$ cat src/rtl/hilo_div.sv
// hilo_div: multi-cycle radix-2 restoring divider for DIV/DIVU.
// result_o = {remainder, quotient}, which feeds HI (remainder) and LO (quotient).
// Operands are latched at start, so the EX stage may change its inputs freely
// while the divide is running.
module hilo_div #(
   parameter int WIDTH = 32
) (
   input  logic               clk,
   input  logic               rst,
   input  logic               signed_div_i,
   input  logic [WIDTH-1:0]   opdata1_i,
   input  logic [WIDTH-1:0]   opdata2_i,
   input  logic               start_i,
   input  logic               annul_i,
   output logic [2*WIDTH-1:0] result_o,
   output logic               ready_o
);

   localparam int CW = $clog2(WIDTH + 1);

   typedef enum logic [1:0] {
      S_IDLE    = 2'd0,
      S_DIVZERO = 2'd1,
      S_ON      = 2'd2,
      S_END     = 2'd3
   } state_t;

   state_t             state, state_n;
   logic [CW-1:0]      cnt, cnt_n;
   logic [WIDTH:0]     rem, rem_n;       // partial remainder, one guard bit
   logic [WIDTH-1:0]   dvd, dvd_n;       // dividend, shifts into the quotient
   logic [WIDTH-1:0]   dsr, dsr_n;       // divisor magnitude
   logic               q_neg, q_neg_n;
   logic               r_neg, r_neg_n;
   logic [2*WIDTH-1:0] result_n;
   logic               ready_n;

   logic [WIDTH:0]     rem_sh, diff;
   logic [WIDTH-1:0]   mag1, mag2, quo_fix, rem_fix;
   logic               sign1, sign2;

   // Sign extraction and magnitude conversion of the incoming operands
   always_comb begin
      sign1 = signed_div_i & opdata1_i[WIDTH-1];
      sign2 = signed_div_i & opdata2_i[WIDTH-1];
      mag1  = sign1 ? (~opdata1_i + 1'b1) : opdata1_i;
      mag2  = sign2 ? (~opdata2_i + 1'b1) : opdata2_i;
   end

   // One restoring step plus the final sign fix-up of quotient and remainder
   always_comb begin
      rem_sh  = {rem[WIDTH-1:0], dvd[WIDTH-1]};
      diff    = rem_sh - {1'b0, dsr};
      quo_fix = q_neg ? (~dvd + 1'b1) : dvd;
      rem_fix = r_neg ? (~rem[WIDTH-1:0] + 1'b1) : rem[WIDTH-1:0];
   end

   // Next-state and next-output logic
   always_comb begin
      state_n  = state;
      cnt_n    = cnt;
      rem_n    = rem;
      dvd_n    = dvd;
      dsr_n    = dsr;
      q_neg_n  = q_neg;
      r_neg_n  = r_neg;
      result_n = result_o;
      ready_n  = ready_o;
      case (state)
         S_IDLE: begin
            ready_n  = 1'b0;
            result_n = '0;
            // annul wins over a simultaneous start
            if (start_i && !annul_i) begin
               dvd_n   = mag1;
               dsr_n   = mag2;
               rem_n   = '0;
               cnt_n   = '0;
               q_neg_n = sign1 ^ sign2;
               r_neg_n = sign1;
               state_n = (opdata2_i == '0) ? S_DIVZERO : S_ON;
            end
         end
         S_DIVZERO: begin
            result_n = '0;
            if (annul_i) begin
               ready_n = 1'b0;
               state_n = S_IDLE;
            end else begin
               ready_n = 1'b1;
               state_n = S_END;
            end
         end
         S_ON: begin
            if (annul_i) begin
               ready_n  = 1'b0;
               result_n = '0;
               cnt_n    = '0;
               state_n  = S_IDLE;
            end else if (cnt == CW'(WIDTH)) begin
               result_n = {rem_fix, quo_fix};
               ready_n  = 1'b1;
               state_n  = S_END;
            end else begin
               // Non-negative trial difference (guard bit clear) sets the quotient bit
               if (!diff[WIDTH]) begin
                  rem_n = diff;
                  dvd_n = {dvd[WIDTH-2:0], 1'b1};
               end else begin
                  rem_n = rem_sh;
                  dvd_n = {dvd[WIDTH-2:0], 1'b0};
               end
               cnt_n = cnt + CW'(1);
            end
         end
         S_END: begin
            // Result is held until EX drops start; annul has no effect here
            if (!start_i) begin
               ready_n  = 1'b0;
               result_n = '0;
               state_n  = S_IDLE;
            end
         end
         default: begin
            ready_n  = 1'b0;
            result_n = '0;
            state_n  = S_IDLE;
         end
      endcase
   end

   // State register
   always_ff @(posedge clk or negedge rst) begin
      if (!rst) state <= S_IDLE;
      else      state <= state_n;
   end

   // Datapath and registered outputs
   always_ff @(posedge clk or negedge rst) begin
      if (!rst) begin
         cnt      <= '0;
         rem      <= '0;
         dvd      <= '0;
         dsr      <= '0;
         q_neg    <= 1'b0;
         r_neg    <= 1'b0;
         result_o <= '0;
         ready_o  <= 1'b0;
      end else begin
         cnt      <= cnt_n;
         rem      <= rem_n;
         dvd      <= dvd_n;
         dsr      <= dsr_n;
         q_neg    <= q_neg_n;
         r_neg    <= r_neg_n;
         result_o <= result_n;
         ready_o  <= ready_n;
      end
   end

endmodule

$ cat config.mk
export PLATFORM = sky130hd
export DESIGN_NAME = hilo_div
export DESIGN_NICKNAME = d
export VERILOG_FILES = /design/src/rtl/hilo_div.sv
export SDC_FILE = /design/constraint.sdc
export NUM_CORES = 1
export LEC_CHECK = 0
export ABC_AREA = 1
export BUFFER_PORTS_ARGS = -buffer_cell sky130_fd_sc_hd__buf_2
export CORE_UTILIZATION = 62
export CTS_BUF_LIST = sky130_fd_sc_hd__clkbuf_4 sky130_fd_sc_hd__clkbuf_8 sky130_fd_sc_hd__clkbuf_16
export DETAILED_ROUTE_END_ITERATION = 6
export PLACE_DENSITY = 0.92
export SETUP_SLACK_MARGIN = 0.15
export SKIP_LAST_GASP = 1
export SLEW_MARGIN = 25
export SYNTH_ARGS = -nofsm -noshare
export SYNTH_HDL_FRONTEND = slang
export SYNTH_SLANG_ARGS = --single-unit
$ cat constraint.sdc
create_clock -name clk -period 3.82 [get_ports clk]
set_input_delay 0.382 -clock clk [delete_from_list [all_inputs] [get_ports clk]]
set_output_delay 0.382 -clock clk [all_outputs]
set_load 0.02 [all_outputs]
==> metrics.md <==
| Metric | Value |
|---|---|
| Status | `finished, final reports clean` |
| Synth unique cells | `50` |
| IO buf count | `133` |
| Initial Util | `63.38%` |
| Avg WL per Cell | `between 15 and 20 µm` |
| CTS Sinks | `171` |
| Layout Cells excl Fill | `roughly 2500` |
| Largest net degree at the start of global routing | `76` |
| Clock Pin Slew Worst Setup and Hold Paths | `0.07 ns` |
| Vias in the first global route | `12880` |
| Seq/Total Area, Yosys | `32.12%` |
| Post-Syn Area | `13320 µm²` |
| CP max FO | `30` |
| Clock buffer depth | `2` |
| # diodes | `0` |
| Dpl cells | `2465` |
| Fraction of layout cells with a size suffix above 1 | `9.946%` |
| Root buffer cell | `clkbuf_16` |
| I/O pins | `134` |
| Asr flop ratio synth | `100.0%` |
| DP HPWL | `29.82 mm` |
| Fin nets | `around 2300` |
| Yosys top cell area share | `32.12%` |
| Comb power frac | `51.1%` |
| Post CTS Setup Buffer Count | `0` |
| Most used standard cell by instance count after synthesis | `nand2_1` |
| Die area | `22080 µm²` |
| Min cycle time layout | `3.093 ns` |
| Detailed-route via count | `14210` |
| Setup TNS | `0 ns` |
| Met2 Wirelength | `17.04 mm` |
| GRT Resource Usage Total | `36.32%` |
| Number of CTS-inserted buffers | `17` |
| Initial antenna violation count | `0` |
| Cells after synthesis | `2104` |
| EDFF count, synth | `0` |
| # hold bufs at CTS | `1` |
| Final setup viols | `0` |
| Met3 wire len | `3.668 mm` |
| Clock share of power | `18.9%` |
| Max-Slew Margin vs Limit | `between 30% and 40%` |
| Pre-Repair DR Iteration Count | `6` |
| PD cells | `625.2 nW/µm²` |
| Max frequency | `323.3 MHz` |
| Overflow after GRT | `0` |
| Top layer in use | `met4` |
| Setup CP Type | `reg2reg` |
| Core Region | `21020 µm²` |
| Synth top cells by count | `nand2_1, inv_1, nand3_1` |
| Critical Path RT | `a little over 4 ns` |
| RSZ-0062 raised after global routing | `false` |
| Pleak | `8.279 nW` |
| Pins Over Slew Limit | `0` |
| Syn-to-layout area delta | `10.71%` |
| Synth Flop Type | `dfrtp_1` |
| Psw | `between 4 and 5 mW` |
| Final worst path period share | `about four fifths` |
| Post-DR vias/cell | `5.691` |
| Post-CTS sizing | `0` |
| Final hold violations | `0` |
| DRC violations left | `0` |
| First-pass GRT wire length | `63.42 mm` |
| Post-DRT Antenna Nets | `0` |
| Crit end category | `flip-flop` |
| Max Cap Viol | `0` |
| Synth area leader | `dfrtp_1` |
| Rows | `53` |
| Max VDD drop | `863.9 µV` |
| Int Power | `4.679 mW` |
| H-tree levels | `4` |
| Final hold slack | `0.2777 ns` |
| Worst Max-Slew Pin Slew | `0.9656 ns` |
| Fin util | `70.16%` |
| WL final | `39.37 mm` |
| Syn_nets | `between 2000 and 2500` |
| Die Width | `148.6 µm` |
| Met1 Wirelength | `17.41 mm` |
| Syn. warnings | `0` |
| Seq pwr share | `30.1%` |
| Synth Register Bits | `around 170` |
| Switch share | `49.26%` |
| Worst hold path type | `in2reg` |
| Syn Area/Cell | `roughly 6.3 µm²` |
| Crit path DAT | `between 3 and 4 ns` |
| Gpl congestion | `0.9739` |
| Startpoint Class | `flip-flop` |
| Top post-synthesis cells by area | `dfrtp_1, nand2_1, inv_1, nand3_1, o21ai_0` |
| DIE HEIGHT | `148.6 µm` |
| Skew-Pair Late Insertion Delay | `0.44 ns` |
| CTS tree | `done` |
| Clock Skews | `0.01305 ns` |
| 1st-iter DRT viols | `1425` |
power groups by stage:
stage	Sequential, mW	Combinational [mW]	Clock (mW)
finish	2.77	4.71	1.74
floorplan	2.86	3.16	0
global route	2.83	5.25	1.81
detailed placement	2.78	4.54	0
global placement	2.75	4.44	0
CTS	2.76	4.61	1.74
metal layers:
layer	vias up	global-route usage, %
li1	6916	-
met4	0	13.97
met1	6435	52.01
met5	-	0
met2	753	55.26
met3	107	5.399
placed cells by master, fill, tap and decap left out, drive strengths merged, types with 4 or more instances in the layout:
cell type | Yosys | layout
a21oi | 102 | 102
a22o | 4 | 4
buf | 35 | 148
clkbuf | 27 | 20
clkinv | 2 | 6
dfrtp | 171 | 171
ha | 41 | 41
inv | 310 | 313
nand2 | 699 | 699
nand3 | 193 | 193
nand3b | 7 | 7
nand4 | 30 | 30
nor2 | 170 | 170
nor3 | 43 | 43
o211ai | 13 | 13
o21ai | 169 | 169
o21bai | 6 | 6
o221ai | 4 | 4
o31ai | 4 | 4
or2 | 4 | 4
xnor2 | 14 | 14
xor2 | 36 | 36
worst max-delay path, stage by stage (launching register included):
cell     delay [ns]
dfrtp_1        0.32
inv_1          0.09
ha_1           0.25
fa_1           0.41
inv_1          0.10
nand2_1        0.06
nand2_1        0.07
nand3_1        0.08
nand2_2        0.12
nand2_2        0.06
nand2_2        0.09
nand2_4        0.07
nand2_4        0.07
nand2_4        0.22
nand2_1        0.38
buf_4          0.31
nand2_1        0.09
nand3_1        0.08
nand2_1        0.09
logic make-up (layout without fill, tap and decap cells):
group,Yosys count,after routing,synth area share [%]
fa+ha+maj,42,42,4.001
buf+inv,374,492,11.04
simple gates,1155,1155,36.72
compound gates,312,312,12.83
xor+xnor,50,50,3.287
flops,171,171,32.12
metrics by stage:
| step | total power, mW | area [µm²] | setup slack, ns |
|---|---|---|---|
| floorplan | 6.026 | 13320 | 1.643 |
| global placement | 7.186 | 14170 | 0.9962 |
| detailed placement | 7.320 | 14170 | 0.8229 |
| CTS | 9.103 | 14750 | 0.7952 |
| global route | 9.884 | 14750 | 0.5376 |
| finish | 9.221 | 14750 | 0.7268 |
area by class of cell:
type / count / area (µm²)
clock buffers: 20 / 460.4
clock inverters: 11 / 112.6
fillers: 1800 / 6272
inverters: 312 / 1171
multi-input cells: 1559 / 7575
flip-flops and latches: 171 / 4279
well taps: 275 / 344.1
repair buffers: 149 / 807.0
path summary, 6_finish.rpt:
check / startpoint / endpoint / slack, ns / cells after the start
setup / recovery: dvd[31]$_DFFE_PN0P_ / rem[15]$_DFFE_PN0P_ / 0.73 / 18
setup reg to reg: dvd[31]$_DFFE_PN0P_ / rem[15]$_DFFE_PN0P_ / 0.73 / 18
max in group asynchronous: rst / dsr[16]$_DFFE_PN0P_ / 2.44 / 3
hold / removal: annul_i / ready_o$_DFFE_PN0P_ / 0.28 / 4
min in group asynchronous: rst / result_o[59]$_DFFE_PN0P_ / 0.48 / 2
hold reg to reg: result_o[41]$_DFFE_PN0P_ / result_o[41]$_DFFE_PN0P_ / 0.48 / 2
registers in the layout, summed over array words and instances, names as in the netlist:
register and count:
cnt 6, result_o 64, dvd 32, rem 32, q_neg 1, dsr 32
state 2, ready_o 1, r_neg 1
No activity file was read; power rests on OpenSTA's default activity.
